## src/rtl/load_store_unit.sv

```systemverilog
// load_store_unit
//   Requester-side controller between the pipeline memory stage and the
//   data memory. Accepts one load/store at a time over a valid/ready
//   handshake and issues word-aligned memory cycles. Byte and halfword
//   stores are done as read-modify-write; loads are sign/zero extended.
//   Misaligned requests get an error response and never touch memory.
//
// Ports
//   i_clock, i_reset_n          clock, asynchronous active-low reset
//   i_req_valid / o_req_ready   request handshake (ready only in IDLE)
//   i_req_write                 1 = store, 0 = load
//   i_req_size                  00 byte, 01 half, 10/11 word
//   i_req_unsigned              load zero-extend (1) / sign-extend (0)
//   i_req_addr, i_req_wdata     byte address, right-justified store data
//   o_resp_valid                one-cycle response strobe
//   o_resp_rdata, o_resp_error  load data / misaligned flag
//   o_mem_address               word address, 0 when idle
//   o_mem_write, o_mem_data_write  single-cycle write strobe and data
//   o_mem_read, i_mem_read_data    read enable and returned word
//
// state    | meaning
// ---------+-----------------------------------------------------------
// IDLE     | ready for a request
// READ     | load: memory read held for MEM_LATENCY cycles
// RMW_READ | sub-word store: read the old word before merging
// WRITE    | one-cycle memory write of the final word
// RESP     | one-cycle response to the requester

module load_store_unit #(
  parameter int MEM_LATENCY = 1
) (
  input  logic        i_clock,
  input  logic        i_reset_n,
  input  logic        i_req_valid,
  output logic        o_req_ready,
  input  logic        i_req_write,
  input  logic [1:0]  i_req_size,
  input  logic        i_req_unsigned,
  input  logic [31:0] i_req_addr,
  input  logic [31:0] i_req_wdata,
  output logic        o_resp_valid,
  output logic [31:0] o_resp_rdata,
  output logic        o_resp_error,
  output logic [31:0] o_mem_address,
  output logic        o_mem_write,
  output logic [31:0] o_mem_data_write,
  output logic        o_mem_read,
  input  logic [31:0] i_mem_read_data
);

  typedef enum logic [2:0] {
    S_IDLE,
    S_READ,
    S_RMW_READ,
    S_WRITE,
    S_RESP
  } state_t;

  localparam logic [1:0] LAST_CNT = 2'(MEM_LATENCY - 1);

  state_t      r_state;
  state_t      w_next;

  logic        r_write;
  logic [1:0]  r_size;
  logic        r_unsigned;
  logic [31:0] r_addr;
  logic [31:0] r_wdata;   // store data; replaced by the merged word in RMW
  logic [31:0] r_rdata;
  logic        r_error;
  logic [1:0]  r_cnt;

  logic        w_accept;
  logic        w_misaligned;
  logic        w_last;
  logic [4:0]  w_sh;
  logic [31:0] w_shifted;
  logic [31:0] w_load_ext;
  logic [31:0] w_lane_mask;
  logic [31:0] w_merge;

  assign w_accept = i_req_valid && (r_state == S_IDLE);
  assign w_last   = (r_cnt == LAST_CNT);

  always_comb begin
    case (i_req_size)
      2'b00:   w_misaligned = 1'b0;
      2'b01:   w_misaligned = i_req_addr[0];
      default: w_misaligned = (i_req_addr[1:0] != 2'b00);
    endcase
  end

  // Lane extraction for loads; the lane is shifted down to bit 0 first.
  assign w_sh      = {r_addr[1:0], 3'b000};
  assign w_shifted = i_mem_read_data >> w_sh;

  always_comb begin
    case (r_size)
      2'b00:   w_load_ext = {{24{~r_unsigned & w_shifted[7]}},  w_shifted[7:0]};
      2'b01:   w_load_ext = {{16{~r_unsigned & w_shifted[15]}}, w_shifted[15:0]};
      default: w_load_ext = i_mem_read_data;
    endcase
  end

  // Sub-word store merge: only byte/half reach RMW_READ.
  assign w_lane_mask = (r_size == 2'b00) ? 32'h0000_00FF : 32'h0000_FFFF;
  assign w_merge     = (i_mem_read_data & ~(w_lane_mask << w_sh)) |
                       ((r_wdata & w_lane_mask) << w_sh);

  always_ff @(posedge i_clock or negedge i_reset_n) begin
    if (!i_reset_n) begin
      r_state <= S_IDLE;
    end else begin
      r_state <= w_next;
    end
  end

  always_comb begin
    w_next           = r_state;
    o_req_ready      = 1'b0;
    o_resp_valid     = 1'b0;
    o_resp_rdata     = 32'h0;
    o_resp_error     = 1'b0;
    o_mem_address    = 32'h0;
    o_mem_write      = 1'b0;
    o_mem_data_write = 32'h0;
    o_mem_read       = 1'b0;
    case (r_state)
      S_IDLE: begin
        o_req_ready = 1'b1;
        if (i_req_valid) begin
          if (w_misaligned) begin
            w_next = S_RESP;
          end else if (!i_req_write) begin
            w_next = S_READ;
          end else if (i_req_size[1]) begin
            w_next = S_WRITE;
          end else begin
            w_next = S_RMW_READ;
          end
        end
      end
      S_READ: begin
        o_mem_read    = 1'b1;
        o_mem_address = {r_addr[31:2], 2'b00};
        if (w_last) w_next = S_RESP;
      end
      S_RMW_READ: begin
        o_mem_read    = 1'b1;
        o_mem_address = {r_addr[31:2], 2'b00};
        if (w_last) w_next = S_WRITE;
      end
      S_WRITE: begin
        o_mem_write      = 1'b1;
        o_mem_address    = {r_addr[31:2], 2'b00};
        o_mem_data_write = r_wdata;
        w_next           = S_RESP;
      end
      S_RESP: begin
        o_resp_valid = 1'b1;
        o_resp_rdata = r_rdata;
        o_resp_error = r_error;
        w_next       = S_IDLE;
      end
      default: w_next = S_IDLE;
    endcase
  end

  always_ff @(posedge i_clock or negedge i_reset_n) begin
    if (!i_reset_n) begin
      r_write    <= 1'b0;
      r_size     <= 2'b00;
      r_unsigned <= 1'b0;
      r_addr     <= 32'h0;
      r_wdata    <= 32'h0;
      r_rdata    <= 32'h0;
      r_error    <= 1'b0;
      r_cnt      <= 2'd0;
    end else if (w_accept) begin
      r_write    <= i_req_write;
      r_size     <= i_req_size;
      r_unsigned <= i_req_unsigned;
      r_addr     <= i_req_addr;
      r_wdata    <= i_req_wdata;
      r_rdata    <= 32'h0;
      r_error    <= w_misaligned;
      r_cnt      <= 2'd0;
    end else if (r_state == S_READ || r_state == S_RMW_READ) begin
      if (w_last) begin
        r_cnt <= 2'd0;
        if (r_state == S_READ) begin
          r_rdata <= w_load_ext;
        end else begin
          r_wdata <= w_merge;
        end
      end else begin
        r_cnt <= r_cnt + 2'd1;
      end
    end
  end

  // Latched direction is kept for observability of the captured request;
  // the state machine already encodes it.
  logic w_unused;
  assign w_unused = r_write;

endmodule

```

## config.mk

```make
export PLATFORM = sky130hd
export DESIGN_NAME = load_store_unit
export DESIGN_NICKNAME = d
export VERILOG_FILES = /design/src/rtl/load_store_unit.sv
export SDC_FILE = /design/constraint.sdc
export NUM_CORES = 1
export LEC_CHECK = 0
export CAP_MARGIN = 40
export CORE_MARGIN = 5
export CORE_UTILIZATION = 42
export DETAILED_ROUTE_END_ITERATION = 16
export GPL_ROUTABILITY_DRIVEN = 0
export PLACE_DENSITY_LB_ADDON = 0.15
export SYNTH_ARGS = -nofsm -noshare
export SYNTH_HDL_FRONTEND = slang
export SYNTH_SLANG_ARGS = --single-unit
```

## constraint.sdc

```tcl
create_clock -name i_clock -period 1.7 [get_ports i_clock]
set_clock_uncertainty 0.05 [all_clocks]
set_input_delay 0.17 -clock i_clock [delete_from_list [all_inputs] [get_ports i_clock]]
set_output_delay 0.17 -clock i_clock [all_outputs]
set_load 0.01 [all_outputs]
```

# Word-level counts from Yosys, hierarchy flattened
# Cells that the tools add are included.
# word_totals
romBits	0
ff_bits	105
ram_bits	0
latchBits	0
in_bits	103
out_inout_bits	101
word_cells	73
n_memories	0
# op_classes
bitwise_logic	7
shifts	3
n_addsub	1
muxes	29
n_eq_ne	10
n_lt_le_gt_ge	0
n_mul	0
n_div	0
n_reduce_logical	15
# ops
operator	count
$mux W32	11
$pmux W32 S2	1
$and A32 B16 Y32	1
$and A32 B32 Y32	1
$not A32 Y32	1
$or A32 B32 Y32	1
$shl A16 B5 Y32	1
$shl A32 B5 Y32	1
$shr A32 B5 Y16	1
$mux W16	1
$mux W3	4
$pmux W3 S4	1
$reduce_and A3 Y1	3
$mux W2	4
$ne A2 B2 Y1 const B	4
$reduce_bool A2 Y1	4
$eq A3 B2 Y1 const B	2
$logic_not A2 Y1	3
$mux W1	6
$eq A2 B1 Y1 const B	2
$eq A3 B1 Y1 const B	1
$eq A3 B3 Y1 const B	1
$logic_not A3 Y1	1
$reduce_or A3 Y1	1
7 further kinds	8

# Longest topological paths before layout
# logic_depth
word_depth	10
ltp_mapped	8
mapped_depth_nobuf	6

# Worst setup path before layout
# OpenSTA, ideal clock, no wires.
# synth_timing
kind	flip-flop to flip-flop
startpoint	register r_cnt[0]
endpoint	register r_rdata[21]
slack_ns	-0.145
path_stages_with_launch	8
required_ns	1.524
synth_period_minus_slack_ns	1.845
arrival_time_ns	1.669
n_path_buf	2
setup_ns	0.126
cell_sequence	dfrtp_1 > inv_1 > ha_1 > and4bb_2 > and2_1 > buf_1 > clkbuf_1 > a221o_1
# synth_between
elab_chain_cells	3
# synth_rtl
item	line_no	text
start, declared	71	logic [1:0] r_cnt;
start signal, assigned	197	r_cnt <= r_cnt + 2'd1;
$logic_not A2 Y1	83	assign w_last = (r_cnt == LAST_CNT);
$reduce_bool A2 Y1 (no source line)	-	
$reduce_and A3 Y1 (no source line)	-	
end signal, assigned	192	r_rdata <= w_load_ext;
end, declared	69	logic [31:0] r_rdata;
# Every way passes these cells.
# A chain may end at the register's enable or synchronous reset.

# Worst setup path after layout
# layout_timing
startpoint	register r_state[1]
endpoint	register r_wdata[28]
# layout_between
elab_chain_cells	4
word_cells_on_any_way	10
classes_between	3 x eq/ne; 1 x mux; 6 x reduce/logical
# layout_rtl
item	line_no	text
start, declared	61	state_t r_state;
start signal, assigned	114	r_state <= w_next;
$logic_not A3 Y1, or another cell as far along	82	assign w_accept = i_req_valid && (r_state == S_IDLE);
$logic_and A1 B1 Y1 or $logic_or A1 B1 Y1 (tied branches)	82, 188	
$ne A2 B2 Y1 (no source line) or $reduce_bool A2 Y1 (tied branches)	-	
$reduce_and A3 Y1 (no source line)	-	
end signal, assigned	184	r_wdata <= i_req_wdata;
end signal, assigned	194	r_wdata <= w_merge;
end, declared	68	logic [31:0] r_wdata;
# Parallel ways exist; a longest one is shown, timed or not.

==> flow_metrics.env <==
export IMPL_status="finished, violations left"
export IMPL_violations="setup timing"
export IMPL_end_kind="flip-flop"
export IMPL_dp_cells=1042
export IMPL_crit_arrival_ps=2240
export IMPL_ir_drop_mv=1.151
export IMPL_powerDensity_nw_per_um2=1895
export IMPL_cts_htree_levels=3
export IMPL_grt_pass1_wl_um=37070
export IMPL_crit_top_cell="buf_6"
export IMPL_synth_cells=659
export IMPL_reg2reg_setup_slack_ps=-340
export IMPL_syn_area_um2=5859
export IMPL_placed_area_um2=8429
export IMPL_fillers=785
export IMPL_crit_fanout=6
export IMPL_die_area_um2=16410
export IMPL_worst_hold_path_type="primary input to asynchronous set/reset pin"
export IMPL_gr_usage_all_layers_pct=29.03
export IMPL_finalNonFillerCells=1132
export IMPL_die_h_um=128.1
export IMPL_slowest_delay_ps=430
export IMPL_numCtsBuffers=9
export IMPL_num_rows=43
export IMPL_slew_violations=0
export IMPL_antenna_found_initial=0
export IMPL_synth_area_per_cell_um2=8.891
export IMPL_ios=204
export IMPL_avgViaCountPerCell=6.050
export IMPL_fmax_ghz=0.4891
export IMPL_holdWs_ps=267.0
export IMPL_ys_warn_count=0
export IMPL_rr_startpoint="r_state[1]$_DFFE_PN0P_"
export IMPL_floorplan_initialDensity_pct=42.54
export IMPL_max_clock_path_buffers=2
export IMPL_slowest_stage="dfrtp_2"
export IMPL_seq_area_frac_synth_pct=44.84
export IMPL_via_count=6849
export IMPL_rsz0062_at_grt="yes"
export IMPL_drive_gt1_share_pct=51.16
export IMPL_min_period_over_period_pct=120.3
export IMPL_drtIter0Drc=622
export IMPL_synth_edff_count=0
export IMPL_cp_top_family="buffers and inverters"
export IMPL_cp_start_kind="flip-flop"
export IMPL_required_ps=1900
export IMPL_clock_latency_ps=360
export IMPL_overflow=0
export IMPL_tightest_slew_ps=497.4
export IMPL_setup_viol=200
export IMPL_yosysUniqueCellTypes=52
export IMPL_dominantRegCellSynth="dfrtp_1"
export IMPL_path_clk_slew_ps=80
export IMPL_grt_start_max_net_pins=41
export IMPL_leakage_nw=5.016
export IMPL_cap_viol_max_count=0
export IMPL_critPathBufInv=4
export IMPL_dpl_hpwl_um=15660
export IMPL_slew_limit_headroom_pct=66.72
export IMPL_dieWidth_um=128.1
export IMPL_remaining_drc_errors=0
export IMPL_path_cells="buf_6, buf_8, nor4b_4, buf_4, a21oi_4, buf_6, a22o_1, o22a_1"
export IMPL_ys_ff_latch=105
export IMPL_hold_violations=0
export IMPL_antenna_left=0
export IMPL_cts_root_buffer="clkbuf_16"
export IMPL_num_antenna_cells=0
export IMPL_avgRoutedWirePerCell_um=24.45
export IMPL_cts_sinks=105
export IMPL_core_um2=13770
export IMPL_rr_worst_depth=8
export IMPL_cts_tree="yes"
export IMPL_routed_wl_um=27680
export IMPL_ys_async_sr_fraction_pct=100.0
export IMPL_reg2reg_to="r_wdata[28]$_DFFE_PN0P_"
export IMPL_fin_crit_ps=2045
export IMPL_drt_pass1_iterations=5
export IMPL_areaGrowthSynthToFinish_pct=89.39
export IMPL_grt_pass1_vias=6772
export IMPL_design_area_um2=11100
export IMPL_setup_slack_ps=-344.5
export IMPL_setup_worst_path_class="flip-flop to flip-flop"
export IMPL_layout_nets=1053
export IMPL_io_buffers=201
## cell families after synthesis
group / share of synthesized area, %
flops: 44.84
compound gates: 24.81
xor+xnor: 0.1495
buf+inv: 5.595
simple gates: 22.29
mux: 1.815
other cells: 0.06400
fa+ha+maj: 0.4270
## worst register-to-register path: stages, from the launching register on
cell and delay (ps):
dfrtp_2 430, buf_6 130, buf_8 130, nor4b_4 400
buf_4 220, a21oi_4 50, buf_6 150, a22o_1 210
o22a_1 150
## cell usage after synthesis, drive strengths merged (2+ instances only)
cell type	n	share of area, %
nor2b	3	0.32
nor2	18	1.2
a221o	16	2.7
a2bb2oi	20	3.0
and3	33	3.5
ha	2	0.43
buf	27	2.6
clkbuf	34	2.2
mux2	2	0.45
or2	3	0.32
o22ai	24	2.6
dfrtp	105	45
nand2	125	8.0
o22a	7	1.0
nand2b	2	0.21
a211oi	8	1.0
a32o	8	1.4
nor3	4	0.34
and2	64	6.8
a22o	15	2.2
or3	3	0.32
a21oi	33	3.1
mux2i	8	1.4
inv	13	0.83
a22oi	9	1.2
a31oi	13	1.5
o21ai	46	4.0
## registers in the layout, summed over array words and instances, names as in the netlist
name	cells
r_size	2
r_cnt	2
r_rdata	32
r_error	1
r_unsigned	1
r_wdata	32
r_state	3
r_addr	32
## power breakdown
group / total [mW] / leakage, nW / switching (mW) / internal, mW
registers: 4.83 / 1.30 / 1.20 / 3.63
clock network: 2.30 / 0.151 / 0.975 / 1.32
logic: 13.9 / 3.57 / 6.61 / 7.30
## final cells by class
cell class              count  area [um^2]  area share, %
clock inverters             5        80.08         0.7216
flip-flops and latches    105         2633          23.72
multi-input cells         482         4003          36.07
repair buffers            337         3866          34.84
well taps                 180        225.2          2.030
inverters                  13        51.30         0.4623
clock buffers              10        239.0          2.154
## how the worst max path moves through the flow
stage	from	endpoint	cells past startpoint
after floorplan	r_cnt[1]$_DFFE_PN0P_	r_rdata[21]$_DFFE_PN0P_	7
after global placement	i_mem_read_data[15]	r_rdata[26]$_DFFE_PN0P_	5
after detailed placement	i_mem_read_data[15]	r_rdata[25]$_DFFE_PN0P_	5
after CTS	r_state[1]$_DFFE_PN0P_	o_resp_rdata[12]	7
after global routing	r_state[1]$_DFFE_PN0P_	r_wdata[0]$_DFFE_PN0P_	6
final	r_state[1]$_DFFE_PN0P_	r_wdata[28]$_DFFE_PN0P_	8
## cells in the final DEF (no fill, tap or decap), types with 5 or more instances in the layout
cell type          n
nand2_1           63
and3_4            28
nand2_4           23
mux2i_1            7
a32o_1             8
nor2_1            13
and3_1             5
a31oi_1            6
inv_1             12
and2_4            57
o21ai_1           15
o22ai_2            9
a21oi_2            9
a22oi_1            8
o21ai_2           11
a221o_1           16
buf_6            116
clkdlybuf4s50_1  101
o22ai_1            9
buf_16             9
clkbuf_16         14
nand2_2           38
a22o_1            15
buf_2             16
dfrtp_1          101
o22a_1             7
nor2_4             5
and2_1             7
buf_12            28
a211oi_2           6
a21oi_1           21
o22ai_4            6
o21ai_0           19
a2bb2oi_2          8
a2bb2oi_1         12
buf_4             52
buf_8              9
## routing by layer
metal	vias up	part of all wire, %	global-route usage, %
met2	473	48	47.35
met1	3304	36	36.58
li1	2935	-	-
met5	-	0	0
met3	137	9.5	7.500
met4	0	6.5	12.23
## metrics by stage
stage	worst slack, ps	setup TNS, ps	power [mW]	utilization (%)
2_1_floorplan	-17.42	-174.2	9.218	-
3_3_place_gp	-475.7	-49440	12.37	61.20
3_5_place_dp	-597.2	-53670	12.64	61.20
4_1_cts	-297.7	-29160	17.45	70.54
5_1_grt	-393.3	-53080	21.94	80.57
6_report	-344.5	-44150	21.03	80.57
## timing repair
action / CTS / global route
hold buffers: 1 / 0
gates resized for setup: 558 / 303
endpoints found under the hold margin: 29 / 0
pin swaps: 30 / 106
gates cloned: 19 / 7
setup buffers: 36 / 25
setup endpoints to repair: 198 / 200
No activity file was read; power rests on OpenSTA's default activity.
